[src/rtl/sram_arbiter_if.sv]
// Request, CPU, SRAM-side and status signals of the shared-SRAM access scheduler.
// The slave modport is the arbiter; the master modport is its environment (requesters and sram64k).
interface sram_arbiter_if #(
    parameter int unsigned ADDR_W = 16,
    parameter int unsigned DATA_W = 8
);
    logic              load_done;
    logic              halt;

    logic              flash_req;
    logic              flash_we;
    logic [ADDR_W-1:0] flash_addr;
    logic [DATA_W-1:0] flash_wdata;
    logic              flash_ack;

    logic              diag_req;
    logic              diag_we;
    logic [ADDR_W-1:0] diag_addr;
    logic [DATA_W-1:0] diag_wdata;
    logic              diag_ack;

    logic              cpu_sel;
    logic              cpu_we;
    logic [ADDR_W-1:0] cpu_addr;
    logic [DATA_W-1:0] cpu_wdata;

    logic [DATA_W-1:0] rdata;
    logic [ADDR_W-1:0] ram_addr;
    logic [DATA_W-1:0] ram_wdata;
    logic              ram_cs;
    logic              ram_we;
    logic [DATA_W-1:0] ram_rdata;
    logic              busy;

    modport slave (
        input  load_done, halt,
        input  flash_req, flash_we, flash_addr, flash_wdata,
        output flash_ack,
        input  diag_req, diag_we, diag_addr, diag_wdata,
        output diag_ack,
        input  cpu_sel, cpu_we, cpu_addr, cpu_wdata,
        output rdata, ram_addr, ram_wdata, ram_cs, ram_we,
        input  ram_rdata,
        output busy
    );

    modport master (
        output load_done, halt,
        output flash_req, flash_we, flash_addr, flash_wdata,
        input  flash_ack,
        output diag_req, diag_we, diag_addr, diag_wdata,
        input  diag_ack,
        output cpu_sel, cpu_we, cpu_addr, cpu_wdata,
        input  rdata, ram_addr, ram_wdata, ram_cs, ram_we,
        output ram_rdata,
        input  busy
    );
endinterface

[src/rtl/sram_arbiter.sv]
// Registered access scheduler for the shared 64 KB SRAM: one owner per IDLE->ISSUE->CAPTURE cycle,
// chosen among the flash loader, the CPU (reads and shadowed writes) and halted-CPU diagnostics.
module sram_arbiter #(
    parameter int unsigned ADDR_W = 16,
    parameter int unsigned DATA_W = 8
) (
    input  logic          clk,
    input  logic          reset,
    sram_arbiter_if.slave bus
);
    typedef enum logic [1:0] {IDLE, ISSUE, CAPTURE} state_t;
    typedef enum logic [2:0] {OWN_NONE, OWN_FLASH, OWN_DIAG, OWN_CPU_RD, OWN_CPU_WR} owner_t;
    typedef struct packed {
        logic              we;
        logic [ADDR_W-1:0] addr;
        logic [DATA_W-1:0] wdata;
    } acc_t;

    state_t            state, state_n;
    owner_t            owner, owner_n;
    logic              acc_we, acc_we_n;
    logic [ADDR_W-1:0] ram_addr_q, ram_addr_n;
    logic [DATA_W-1:0] ram_wdata_q, ram_wdata_n;
    logic              ram_cs_q, ram_cs_n;
    logic              ram_we_q, ram_we_n;
    logic [DATA_W-1:0] rdata_q, rdata_n;
    logic              flash_ack_q, flash_ack_n;
    logic              diag_ack_q, diag_ack_n;
    logic              busy_q, busy_n;
    logic              cpu_wr_pend, wr_pend_n;
    logic [ADDR_W-1:0] shadow_addr, shadow_addr_n;
    logic [DATA_W-1:0] shadow_wdata, shadow_wdata_n;
    logic              cpu_sel_q, cpu_we_q;
    logic              load_seen;

    logic              loaded;
    logic              cpu_fall;
    logic              wr_pending;
    logic              grant;
    owner_t            gnt_owner;
    acc_t              gnt_acc;

    // load_done is sticky so the flash loader can never regain the SRAM
    assign loaded     = bus.load_done || load_seen;
    assign cpu_fall   = loaded && cpu_sel_q && cpu_we_q && !bus.cpu_sel;
    // A write whose cpu_sel falls this very cycle already outranks diag
    assign wr_pending = cpu_wr_pend || cpu_fall;

    // Owner selection; a requester whose ack is high this cycle is masked
    always_comb begin : arbitrate
        grant     = 1'b0;
        gnt_owner = OWN_NONE;
        gnt_acc   = '0;
        if (!loaded) begin
            if (bus.flash_req && !flash_ack_q) begin
                grant     = 1'b1;
                gnt_owner = OWN_FLASH;
                gnt_acc   = {bus.flash_we, bus.flash_addr, bus.flash_wdata};
            end
        end else if (wr_pending) begin
            grant     = 1'b1;
            gnt_owner = OWN_CPU_WR;
            gnt_acc   = {1'b1, shadow_addr, shadow_wdata};
        end else if (!bus.halt) begin
            if (bus.cpu_sel && !bus.cpu_we) begin
                grant     = 1'b1;
                gnt_owner = OWN_CPU_RD;
                gnt_acc   = {1'b0, bus.cpu_addr, bus.cpu_wdata};
            end
        end else if (bus.diag_req && !diag_ack_q) begin
            grant     = 1'b1;
            gnt_owner = OWN_DIAG;
            gnt_acc   = {bus.diag_we, bus.diag_addr, bus.diag_wdata};
        end
    end

    always_comb begin : next_state
        state_n        = state;
        owner_n        = owner;
        acc_we_n       = acc_we;
        ram_addr_n     = ram_addr_q;
        ram_wdata_n    = ram_wdata_q;
        ram_cs_n       = 1'b0;
        ram_we_n       = 1'b0;
        rdata_n        = rdata_q;
        flash_ack_n    = 1'b0;
        diag_ack_n     = 1'b0;
        wr_pend_n      = cpu_wr_pend;
        shadow_addr_n  = shadow_addr;
        shadow_wdata_n = shadow_wdata;

        unique case (state)
            IDLE: begin
                if (grant) begin
                    state_n     = ISSUE;
                    owner_n     = gnt_owner;
                    acc_we_n    = gnt_acc.we;
                    ram_addr_n  = gnt_acc.addr;
                    ram_wdata_n = gnt_acc.wdata;
                    ram_cs_n    = 1'b1;
                    ram_we_n    = gnt_acc.we;
                end
            end
            ISSUE: begin
                state_n = CAPTURE;
                if (owner == OWN_CPU_WR) wr_pend_n = 1'b0;
            end
            CAPTURE: begin
                if (!acc_we) rdata_n = bus.ram_rdata;
                flash_ack_n = (owner == OWN_FLASH);
                diag_ack_n  = (owner == OWN_DIAG);
                owner_n     = OWN_NONE;
                state_n     = IDLE;
            end
            default: state_n = IDLE;
        endcase

        // Shadow follows the CPU bus during a write; a newer falling edge wins over a stale pend
        if (bus.cpu_sel && bus.cpu_we) begin
            shadow_addr_n  = bus.cpu_addr;
            shadow_wdata_n = bus.cpu_wdata;
        end
        if (cpu_fall) wr_pend_n = 1'b1;

        busy_n = (state_n != IDLE);
    end

    always_ff @(posedge clk or negedge reset) begin : regs
        if (!reset) begin
            state        <= IDLE;
            owner        <= OWN_NONE;
            acc_we       <= 1'b0;
            ram_addr_q   <= '0;
            ram_wdata_q  <= '0;
            ram_cs_q     <= 1'b0;
            ram_we_q     <= 1'b0;
            rdata_q      <= '0;
            flash_ack_q  <= 1'b0;
            diag_ack_q   <= 1'b0;
            busy_q       <= 1'b0;
            cpu_wr_pend  <= 1'b0;
            shadow_addr  <= '0;
            shadow_wdata <= '0;
            cpu_sel_q    <= 1'b0;
            cpu_we_q     <= 1'b0;
            load_seen    <= 1'b0;
        end else begin
            state        <= state_n;
            owner        <= owner_n;
            acc_we       <= acc_we_n;
            ram_addr_q   <= ram_addr_n;
            ram_wdata_q  <= ram_wdata_n;
            ram_cs_q     <= ram_cs_n;
            ram_we_q     <= ram_we_n;
            rdata_q      <= rdata_n;
            flash_ack_q  <= flash_ack_n;
            diag_ack_q   <= diag_ack_n;
            busy_q       <= busy_n;
            cpu_wr_pend  <= wr_pend_n;
            shadow_addr  <= shadow_addr_n;
            shadow_wdata <= shadow_wdata_n;
            cpu_sel_q    <= bus.cpu_sel;
            cpu_we_q     <= bus.cpu_we;
            load_seen    <= loaded;
        end
    end

    assign bus.ram_addr  = ram_addr_q;
    assign bus.ram_wdata = ram_wdata_q;
    assign bus.ram_cs    = ram_cs_q;
    assign bus.ram_we    = ram_we_q;
    assign bus.rdata     = rdata_q;
    assign bus.flash_ack = flash_ack_q;
    assign bus.diag_ack  = diag_ack_q;
    assign bus.busy      = busy_q;
endmodule
[src/flat_wrapper.sv]
// flat-port wrapper written by rule: the top's interface ports become plain ports
module sram_arbiter_flat 
#(
    parameter int unsigned ADDR_W = 16,
    parameter int unsigned DATA_W = 8
)
  (clk, reset, bus_load_done, bus_halt, bus_flash_req, bus_flash_we, bus_flash_addr, bus_flash_wdata, bus_flash_ack, bus_diag_req, bus_diag_we, bus_diag_addr, bus_diag_wdata, bus_diag_ack, bus_cpu_sel, bus_cpu_we, bus_cpu_addr, bus_cpu_wdata, bus_rdata, bus_ram_addr, bus_ram_wdata, bus_ram_cs, bus_ram_we, bus_ram_rdata, bus_busy);
  sram_arbiter_if #(.ADDR_W(ADDR_W), .DATA_W(DATA_W)) bus_i ();
  input  logic clk;
  input  logic reset;
  input wire logic [$bits(bus_i.load_done)-1:0] bus_load_done;
  input wire logic [$bits(bus_i.halt)-1:0] bus_halt;
  input wire logic [$bits(bus_i.flash_req)-1:0] bus_flash_req;
  input wire logic [$bits(bus_i.flash_we)-1:0] bus_flash_we;
  input wire logic [$bits(bus_i.flash_addr)-1:0] bus_flash_addr;
  input wire logic [$bits(bus_i.flash_wdata)-1:0] bus_flash_wdata;
  output wire logic [$bits(bus_i.flash_ack)-1:0] bus_flash_ack;
  input wire logic [$bits(bus_i.diag_req)-1:0] bus_diag_req;
  input wire logic [$bits(bus_i.diag_we)-1:0] bus_diag_we;
  input wire logic [$bits(bus_i.diag_addr)-1:0] bus_diag_addr;
  input wire logic [$bits(bus_i.diag_wdata)-1:0] bus_diag_wdata;
  output wire logic [$bits(bus_i.diag_ack)-1:0] bus_diag_ack;
  input wire logic [$bits(bus_i.cpu_sel)-1:0] bus_cpu_sel;
  input wire logic [$bits(bus_i.cpu_we)-1:0] bus_cpu_we;
  input wire logic [$bits(bus_i.cpu_addr)-1:0] bus_cpu_addr;
  input wire logic [$bits(bus_i.cpu_wdata)-1:0] bus_cpu_wdata;
  output wire logic [$bits(bus_i.rdata)-1:0] bus_rdata;
  output wire logic [$bits(bus_i.ram_addr)-1:0] bus_ram_addr;
  output wire logic [$bits(bus_i.ram_wdata)-1:0] bus_ram_wdata;
  output wire logic [$bits(bus_i.ram_cs)-1:0] bus_ram_cs;
  output wire logic [$bits(bus_i.ram_we)-1:0] bus_ram_we;
  input wire logic [$bits(bus_i.ram_rdata)-1:0] bus_ram_rdata;
  output wire logic [$bits(bus_i.busy)-1:0] bus_busy;
  assign bus_i.load_done = bus_load_done;
  assign bus_i.halt = bus_halt;
  assign bus_i.flash_req = bus_flash_req;
  assign bus_i.flash_we = bus_flash_we;
  assign bus_i.flash_addr = bus_flash_addr;
  assign bus_i.flash_wdata = bus_flash_wdata;
  assign bus_flash_ack = bus_i.flash_ack;
  assign bus_i.diag_req = bus_diag_req;
  assign bus_i.diag_we = bus_diag_we;
  assign bus_i.diag_addr = bus_diag_addr;
  assign bus_i.diag_wdata = bus_diag_wdata;
  assign bus_diag_ack = bus_i.diag_ack;
  assign bus_i.cpu_sel = bus_cpu_sel;
  assign bus_i.cpu_we = bus_cpu_we;
  assign bus_i.cpu_addr = bus_cpu_addr;
  assign bus_i.cpu_wdata = bus_cpu_wdata;
  assign bus_rdata = bus_i.rdata;
  assign bus_ram_addr = bus_i.ram_addr;
  assign bus_ram_wdata = bus_i.ram_wdata;
  assign bus_ram_cs = bus_i.ram_cs;
  assign bus_ram_we = bus_i.ram_we;
  assign bus_i.ram_rdata = bus_ram_rdata;
  assign bus_busy = bus_i.busy;
  sram_arbiter #(.ADDR_W(ADDR_W), .DATA_W(DATA_W)) u_core (.clk(clk), .reset(reset), .bus(bus_i));
endmodule
[config.mk]
export PLATFORM = sky130hd
export DESIGN_NAME = sram_arbiter_flat
export DESIGN_NICKNAME = d
export VERILOG_FILES = /design/src/rtl/sram_arbiter_if.sv /design/src/rtl/sram_arbiter.sv /design/src/flat_wrapper.sv
export SDC_FILE = /design/constraint.sdc
export NUM_CORES = 1
export LEC_CHECK = 0
export ABC_AREA = 1
export ABC_CLOCK_PERIOD_IN_PS = 2400
export CAP_MARGIN = 20
export CORE_UTILIZATION = 45
export DETAILED_ROUTE_END_ITERATION = 12
export GPL_ROUTABILITY_DRIVEN = 0
export PLACE_DENSITY = 0.8
export REMOVE_ABC_BUFFERS = 1
export SLEW_MARGIN = 20
export SYNTH_ARGS = -nofsm -noshare
export SYNTH_HDL_FRONTEND = slang
export SYNTH_SLANG_ARGS = --single-unit
[constraint.sdc]
create_clock -name clk -period 2.4 [get_ports clk]
set_input_delay 0.48 -clock clk [delete_from_list [all_inputs] [get_ports clk]]
set_output_delay 0.48 -clock clk [all_outputs]
set_load 0.02 [all_outputs]
==> results.toml <==
[synthesis]
netlist_area_um2 = 3880
synth.most_common_cell = "nand2_1"
yosysTopAreaCellShare = 0.4579
ys_warn_count = 0
synth-seq-cells = 71
synthArstFlopShare = 1.000
synth_area_per_cell_um2 = 6.991
netlist_top_cells_count = "nand2_1 (184), nor2_1 (105), dfrtp_1 (71), inv_1 (61), nand3_1 (57)"
yosysSeqAreaShare = 0.4579
yosysUniqueCellTypes = 23
synth_edf_count = 0
yosysTopAreaCell = "dfrtp_1"
synth.area.top_cells = "dfrtp_1 (46%), nand2_1 (18%), nor2_1 (10%)"
ys.flop_type = "dfrtp_1"
netlist_instances = 555

[hold_path]
hold_class = "input pin to asynchronous set/reset pin"

[clock_network]
cts-buffers-inserted = 9
h-tree-depth = 3
clk_pin_slew_ps = 80
post_cts_buffers = 0
cts_tree = "yes"
clock_path_buffers = 2
cts.sinks = 71
hold_buffers = 0
cts_resized = 0
cts-root-buf = "clkbuf_8"
insertion_delay_ps = 340

[sta]
rsz0062_at_grt = "no"
maxSlewViolCount = 0
hold_violations = 0
period_needed_ps = 1922
finalSetupTns_ps = 0
setup_viol = 0
clock.fmax_mhz = 520.3
fin_skew_ps = 8.068
finalCritPeriodShare = 0.8008
slew_headroom = 0.3927
worst_pin_slew_ps = 911.0

[die]
die_height_um = 94.86
start_util = 0.4675
die_area_um2 = 8997
io_pins = 127
core.rowCount = 33
fp.coreArea_um2 = 8299
fp.dieW_um = 94.86

[layout]
diodes = 0
drive_above_1_share = 0.07860
syn2layout_area_growth_pct = 41.54
finalInstanceArea_um2 = 5492
nNetsFinal = 772

[detailed_routing]
drt_iter0_markers = 242
via_count = 3871
dr.pass1.iters = 6
ant_nets = 0
wl_per_cell_um = 13.65
drc = 0
wirelength_um = 10810
via_per_inst = 4.888

[global_routing]
grt_pass1_vias = 3845
grt_max_degree = 72
grt_pass1_wl_um = 17880
track_usage = 0.2579
antenna_found_initial = 0
grt.overflow.total = 0

[run]
maxCapViolations = 0

[setup_path]
rr_worst_depth = 8
r2r_setup_slack_ps = 740
crit_top_cell = "nand2_1"
worst_path_max_delay_cell = "clkdlybuf4s50_1"
setup.worst_path.class = "input pin to register"
r2r-end = "u_core.bus.ram_wdata[5]"
path_buf_inv = 3
crit_family = "buffers and inverters"
cp_num_cells = 9
required_ps = 2630
start_kind = "input pin"
cp.arrival_ps = 2150
path_max_fanout = 28
slowest_delay_ps = 460
rr_startpoint = "u_core.load_seen"
endpoint_kind = "register"
cp_cell_sequence = "clkdlybuf4s50_1 -> inv_1 -> nand2_1 -> nand3_1 -> nand3_1 -> o21ai_4 -> inv_4 -> nand2_1 -> nand2_1"

[place]
io_buffers = 126
post-dp-hpwl_um = 7878
placed_area_um2 = 5260

[power]
p_leak_nw = 2.786
cellPowerDensity_nw_per_um2 = 1019
power_switching_mw = 2.158
seq_power_share = 0.328
p_comb_frac = 0.477
clockPowerShare = 0.195
p_int_mw = 3.439
vdd_ir_drop_max_mv = 0.5210
swShare = 0.3856

[status]
status = "finished, final reports clean"
registers in the layout, indices dropped and copies added (netlist names):
register and flops:
u_core.cpu_wr_pend 1, u_core.load_seen 1, u_core.bus.ram_addr 16, u_core.bus.busy 1
u_core.owner 3, u_core.cpu_we_q 1, u_core.bus.flash_ack 1, u_core.cpu_sel_q 1
u_core.shadow_wdata 8, u_core.shadow_addr 16, u_core.bus.diag_ack 1, u_core.bus.ram_cs 1
u_core.bus.ram_wdata 8, u_core.bus.rdata 8, u_core.state 2, u_core.acc_we 1
u_core.bus.ram_we 1
stage by stage:
stage                 util  hold slack [ps]  worst slack [ps]  total power, mW  instances
floorplan                -            184.4             173.5            3.264        525
global placement    0.6338            447.8             234.5            4.444        776
detailed placement  0.6338            456.3             152.7            4.539        776
CTS                 0.6617            291.1             502.7            5.638        792
global route        0.6617            338.9             373.6            5.973        792
finish              0.6617            265.1             478.1            5.597        792
placed cells by master (no fill, tap or decap), types with 8 or more instances in the layout:
cell and count:
nand3_1 57, nor2_1 105, mux2_2 8, buf_4 19
dfrtp_1 71, inv_1 61, a21oi_1 26, clkdlybuf4s50_1 125
nand2_1 183, clkbuf_8 11
worst register-to-register path, stage by stage (launching register included):
cell and delay [ps]:
dfrtp_1 380, inv_1 50, nand2_1 130, nand3_1 180, nand3_1 130, o21ai_4 290
inv_4 200, nand2_1 120, nand2_1 60
routing by layer:
metal / vias to the layer above / GRT usage / routed length, um
li1: 1938 / - / -
met2: 172 / 0.4347 / 5312
met1: 1746 / 0.3364 / 4460
met5: - / 0 / 0
met4: 0 / 0.09722 / 184
met3: 15 / 0.03462 / 853
worst max path at each step:
stage                         endpoint           from  slack, ps
3_5_place_dp   u_core.bus.ram_wdata[5]  bus_load_done        150
6_report       u_core.bus.ram_wdata[5]  bus_load_done        480
4_1_cts        u_core.bus.ram_wdata[5]  bus_load_done        500
3_3_place_gp   u_core.bus.ram_wdata[2]  bus_load_done        230
5_1_grt        u_core.bus.ram_wdata[5]       bus_halt        370
2_1_floorplan   u_core.bus.ram_addr[0]  bus_load_done        170
layout make-up:
class,count,area (um^2)
clock buffers,11,151.4
clock inverters,5,80.08
fillers,697,2808
inverters,63,239.0
multi-input cells,391,1679
flip-flops and latches,71,1777
well taps,105,131.4
repair buffers,146,1434
power groups by stage:
stage               Combinational (mW)  Sequential (mW)  Clock [mW]
floorplan                         1.08             2.18           0
global placement                  2.60             1.84           0
detailed placement                2.69             1.85           0
CTS                               2.69             1.84        1.11
global route                      2.93             1.88        1.16
finish                            2.67             1.84        1.09
cells by family after synthesis:
group,synth area share
AO/OA/AOI/OAI,0.04418
buffers and inverters,0.1100
flip-flops,0.4579
multiplexers,0.02322
AND/OR/NAND/NOR,0.3647
(Power assumes the default switching activity.)
==> patch 1, RTL diff (same settings) <==
Take the reset off `shadow_addr` and load it in a clocked block of its own.
--- a/src/rtl/sram_arbiter.sv
+++ b/src/rtl/sram_arbiter.sv
@@ -139,7 +139,6 @@
             diag_ack_q   <= 1'b0;
             busy_q       <= 1'b0;
             cpu_wr_pend  <= 1'b0;
-            shadow_addr  <= '0;
             shadow_wdata <= '0;
             cpu_sel_q    <= 1'b0;
             cpu_we_q     <= 1'b0;
@@ -157,12 +156,15 @@
             diag_ack_q   <= diag_ack_n;
             busy_q       <= busy_n;
             cpu_wr_pend  <= wr_pend_n;
-            shadow_addr  <= shadow_addr_n;
             shadow_wdata <= shadow_wdata_n;
             cpu_sel_q    <= bus.cpu_sel;
             cpu_we_q     <= bus.cpu_we;
             load_seen    <= loaded;
         end
+    end
+
+    always_ff @(posedge clk) begin
+        shadow_addr <= shadow_addr_n;
     end
 
     assign bus.ram_addr  = ram_addr_q;
Behaviour: no difference found for any inputs over 10 cycles, from zero or initial values and one cycle with reset low; that may be too few to reach the edited logic, so the function may still have changed.
==> patch 1 against the original RTL <==
- worst setup slack worse by 0.028 ns
- area after synthesis is 1.8% lower
- sequential cell count stayed put
- design area is 2.1% lower
- final cell count is 3.8% lower
- wire length is 2.4% lower
- clock power is 17% lower
- total power is 5.1% lower
- die area is 1.8% lower
- fmax is 1.4% lower
- critical path type unchanged
- largest cell class unchanged
==> patch 1: results (changes against the original RTL) <==
.. list-table::
   :header-rows: 1

   * - Metric
     - Value
   * - Via density
     - 4.93 (+0.80%)
   * - Number of antenna repair diodes
     - 0 (unchanged)
   * - Maximum fanout along the worst path
     - 22 (-21%)
   * - Total routed wirelength
     - 10.5 mm (-2.4%)
   * - EDFF count, synth
     - 16 (+16)
   * - Wire length of the first global-routing pass
     - 17.5 mm (-2.2%)
   * - WP data arrival
     - 2.23 ns (+0.08 ns)
   * - Net total in the final layout
     - 742 (-3.9%)
   * - Worst vdd ir
     - 0.529 mV (+1.4%)
   * - Outcome
     - complete, no violations
   * - LEAKAGE
     - 2.68 nW (-3.8%)
   * - M3 GR Usage
     - 4.69% (+1.2 points)
   * - Worst R2R End
     - u_core.bus.ram_addr[10]
   * - All-layer global routing usage
     - 25.9% (+0.087 points)
   * - Tightest Pin Transition
     - 0.711 ns (-0.200 ns)
   * - Setup slack at placement
     - 0.112 ns (-0.0407 ns)
   * - Number of distinct library cells after synthesis
     - 25 (+8.7%)
   * - Maximum number of pins on one net before global-route repair
     - 56 (-22%)
   * - Beginning of the critical path
     - bus_halt
   * - Detailed router's first-iteration violation count
     - 305 (+26%)
   * - Synth area leaders
     - sky130_fd_sc_hd__dfrtp_1, sky130_fd_sc_hd__nand2_1, sky130_fd_sc_hd__edfxtp_1
   * - Met2 capacity usage during global routing
     - 45.0% (+1.5 points)
   * - First-pass DRT Iterations
     - 5 (-1)
   * - Ratio of final minimum period to clock period
     - 81.2% (+1.2 points)
   * - Standard cell area after detailed placement
     - 5200 sq um (-1.2%)
   * - Post-synthesis async set-or-reset flop share
     - 77.5% (-23 points)
   * - Clk_skew
     - 0.0105 ns (+0.00246 ns)
   * - Fraction of the yosys area taken by sequential cells
     - 48.8% (+3.0 points)
-- patch 1: changes by cell type in the layout (fill, tap and decap cells not counted), moves of 3 or more --
cell / delta
sky130_fd_sc_hd__a21oi_1: -24
sky130_fd_sc_hd__nor2_1: -24
sky130_fd_sc_hd__dfrtp_1: -16
sky130_fd_sc_hd__edfxtp_1: +16
sky130_fd_sc_hd__nand2_1: +8
sky130_fd_sc_hd__o21ai_0: +8
sky130_fd_sc_hd__clkinv_2: +3
-- patch 1: metrics by stage --
stage	std cells	util (%)	hold WS [ns]	total power, mW
2_1_floorplan	494	-	0.184	3.21
3_3_place_gp	746	63.2	0.448	4.35
3_5_place_dp	746	63.2	0.452	4.43
4_1_cts	762	65.4	0.287	5.34
5_1_grt	762	65.4	0.330	5.67
6_report	762	65.4	0.268	5.31
-- patch 1: cell type report --
type | instances | area [sq um]
Timing Repair Buffer | 147 | 1430
Multi-Input combinational cell | 359 | 1540
Clock inverter | 5 | 50.0
Clock buffer | 11 | 131
Sequential cell | 71 | 1860
Tap cell | 105 | 131
Fill cell | 670 | 2840
Inverter | 64 | 243
-- patch 1: logic make-up (layout without fill, tap and decap cells) --
kind of cell / count (synthesis) / after routing / share of synthesized area, %
buffers and inverters: 90 / 227 / 10.8
flip-flops: 71 / 71 / 48.8
AO/OA/AOI/OAI: 15 / 15 / 2.40
multiplexers: 8 / 8 / 2.37
AND/OR/NAND/NOR: 336 / 336 / 35.6
-- patch 1: worst max path at each step --
stage	depth (start not counted)	endpoint
6_report	11	u_core.bus.ram_addr[2]
5_1_grt	9	u_core.bus.ram_addr[10]
4_1_cts	11	u_core.bus.ram_addr[2]
3_5_place_dp	11	u_core.bus.ram_wdata[7]
3_3_place_gp	11	u_core.bus.ram_wdata[5]
2_1_floorplan	8	u_core.bus.ram_addr[0]
-- patch 1: power breakdown --
part | switching [mW] | internal, mW | leakage (nW)
combinational | 1.44 | 1.13 | 1.76
clock | 0.433 | 0.474 | 0.0968
sequential | 0.210 | 1.63 | 0.823
total | 2.08 | 3.23 | 2.68
-- patch 1: metal layers --
metal	routed length, um	vias up
met5	0	-
met4	109	0
met3	679	11
met2	5340	158
met1	4420	1740
li1	-	1845
==> patch 2, RTL diff (config.mk and constraints unchanged) <==
Without the edit above. `ADDR_W` is set to 16 in 3 places; all go to 18.
--- a/src/rtl/sram_arbiter_if.sv
+++ b/src/rtl/sram_arbiter_if.sv
@@ -1,7 +1,7 @@
 // Request, CPU, SRAM-side and status signals of the shared-SRAM access scheduler.
 // The slave modport is the arbiter; the master modport is its environment (requesters and sram64k).
 interface sram_arbiter_if #(
-    parameter int unsigned ADDR_W = 16,
+    parameter int unsigned ADDR_W = 18,
     parameter int unsigned DATA_W = 8
 );
     logic              load_done;
--- a/src/rtl/sram_arbiter.sv
+++ b/src/rtl/sram_arbiter.sv
@@ -1,7 +1,7 @@
 // Registered access scheduler for the shared 64 KB SRAM: one owner per IDLE->ISSUE->CAPTURE cycle,
 // chosen among the flash loader, the CPU (reads and shadowed writes) and halted-CPU diagnostics.
 module sram_arbiter #(
-    parameter int unsigned ADDR_W = 16,
+    parameter int unsigned ADDR_W = 18,
     parameter int unsigned DATA_W = 8
 ) (
     input  logic          clk,
--- a/src/flat_wrapper.sv
+++ b/src/flat_wrapper.sv
@@ -1,7 +1,7 @@
 // flat-port wrapper written by rule: the top's interface ports become plain ports
 module sram_arbiter_flat 
 #(
-    parameter int unsigned ADDR_W = 16,
+    parameter int unsigned ADDR_W = 18,
     parameter int unsigned DATA_W = 8
 )
   (clk, reset, bus_load_done, bus_halt, bus_flash_req, bus_flash_we, bus_flash_addr, bus_flash_wdata, bus_flash_ack, bus_diag_req, bus_diag_we, bus_diag_addr, bus_diag_wdata, bus_diag_ack, bus_cpu_sel, bus_cpu_we, bus_cpu_addr, bus_cpu_wdata, bus_rdata, bus_ram_addr, bus_ram_wdata, bus_ram_cs, bus_ram_we, bus_ram_rdata, bus_busy);
Interface: changed (resized bus_cpu_addr, bus_diag_addr, bus_flash_addr and bus_ram_addr); port bits go from 127 to 135. The function was not compared with the original's and may differ.
==> patch 2 against the original RTL <==
- wire length up 1.8%
- global-route usage shrank 0.11 points
- fmax is 3.0% higher
- count of clock-buffer cells in the layout up 1
- design area increased by 1.1%
- sequential cell count is 4 higher
- core utilization grew 0.72 points
- area after synthesis is 0.48% higher
- critical endpoint is now u_core.bus.busy
- worst setup slack improved by 0.055 ns
- clock skew increased by 0.0036 ns
- total power increased by 0.73%
==> patch 2: results (changes against the original RTL) <==
.. list-table::
   :header-rows: 1

   * - Metric
     - Value
   * - Outcome
     - complete, no violations
   * - Post-route core utilization
     - 66.9% (+0.72 points)
   * - Slew Limit Headroom
     - 69.8% (+31 points)
   * - Multiplexer fraction of the synthesized cell area
     - 2.31% (-0.011 points)
   * - Wire length of the first global-routing pass
     - 17.7 mm (-0.73%)
   * - Path depth of the worst reg2reg path
     - 9 (+1)
   * - Post-synthesis compound-gate area fraction
     - 4.62% (+0.20 points)
   * - Total routed wirelength
     - 11.0 mm (+1.8%)
   * - Vias in the first global route
     - 3762 (-2.2%)
   * - Clk_skew
     - 0.0117 ns (+0.00358 ns)
   * - WP data arrival
     - 2.08 ns (-0.07 ns)
   * - Synth area leaders
     - sky130_fd_sc_hd__dfrtp_1, sky130_fd_sc_hd__nand2_1, sky130_fd_sc_hd__nand3_1
   * - Detailed router's first-iteration violation count
     - 237 (-2.1%)
   * - Detailed-route via count
     - 3923 (+1.3%)
   * - First-pass DRT Iterations
     - 5 (-1)
   * - Worst vdd ir
     - 0.493 mV (-5.5%)
   * - Half-perimeter wire length of the detailed placement result
     - 7.85 mm (-0.32%)
   * - Fraction of final layout cells sized beyond drive strength 1
     - 8.31% (+0.45 points)
   * - Number of buffers inserted by port buffering
     - 134 (+6.3%)
   * - Standard cell area after detailed placement
     - 5390 sq um (+2.5%)
   * - Leading post-synthesis cells by instance count
     - sky130_fd_sc_hd__nand2_1, sky130_fd_sc_hd__dfrtp_1, sky130_fd_sc_hd__nand3_1
   * - Number of distinct library cells after synthesis
     - 30 (+30%)
   * - Net Sw Frac
     - 39.5% (+0.99 points)
   * - Fraction of the yosys area taken by sequential cells
     - 48.1% (+2.3 points)
   * - All-layer global routing usage
     - 25.7% (-0.11 points)
   * - Maximum number of pins on one net before global-route repair
     - 53 (-26%)
[patch 2: power by group through the flow]
| stage | registers [mW] | clock network, mW | logic (mW) |
|---|---|---|---|
| after global routing | 1.98 | 0.905 | 3.16 |
| after global placement | 1.94 | 0 | 2.81 |
| after detailed placement | 1.95 | 0 | 2.88 |
| final | 1.93 | 0.839 | 2.87 |
| after floorplan | 2.30 | 0 | 1.14 |
| after CTS | 1.94 | 0.852 | 2.88 |
[patch 2: through the flow]
step | std cells | hold WS [ns] | setup WS (ns)
after floorplan | 483 | 0.184 | 0.387
after global placement | 740 | 0.441 | 0.241
after detailed placement | 740 | 0.452 | 0.173
after CTS | 755 | 0.0838 | 0.540
after global routing | 755 | 0.0983 | 0.427
final | 755 | 0.0831 | 0.533
[patch 2: final timing paths]
path	startpoint	end	slack, ns
worst max-delay path	bus_halt	u_core.bus.busy	0.53
worst min-delay path	reset	u_core.bus.ram_cs	0.08
worst max register to register	u_core.load_seen	u_core.bus.busy	0.83
worst min register to register	u_core.bus.ram_wdata[1]	u_core.bus.ram_wdata[1]	0.48
max in group asynchronous	reset	u_core.bus.ram_addr[16]	1.74
min in group clk	u_core.bus.ram_wdata[1]	u_core.bus.ram_wdata[1]	0.48
[patch 2: area by class of cell]
cell class / instances / area share, %
flip-flops and latches: 75 / 33.8
multi-input cells: 367 / 30.4
well taps: 105 / 2.37
clock buffers: 12 / 2.61
clock inverters: 3 / 0.270
inverters: 41 / 2.82
repair buffers: 152 / 27.7
[patch 2: layer usage]
layer / global-route usage [%] / vias to the layer above / routed length [um]
li1: - / 1909 / -
met1: 34.7 / 1804 / 4660
met2: 40.8 / 190 / 5220
met3: 4.31 / 20 / 948
met4: 10.7 / 0 / 174
met5: 0 / - / 0
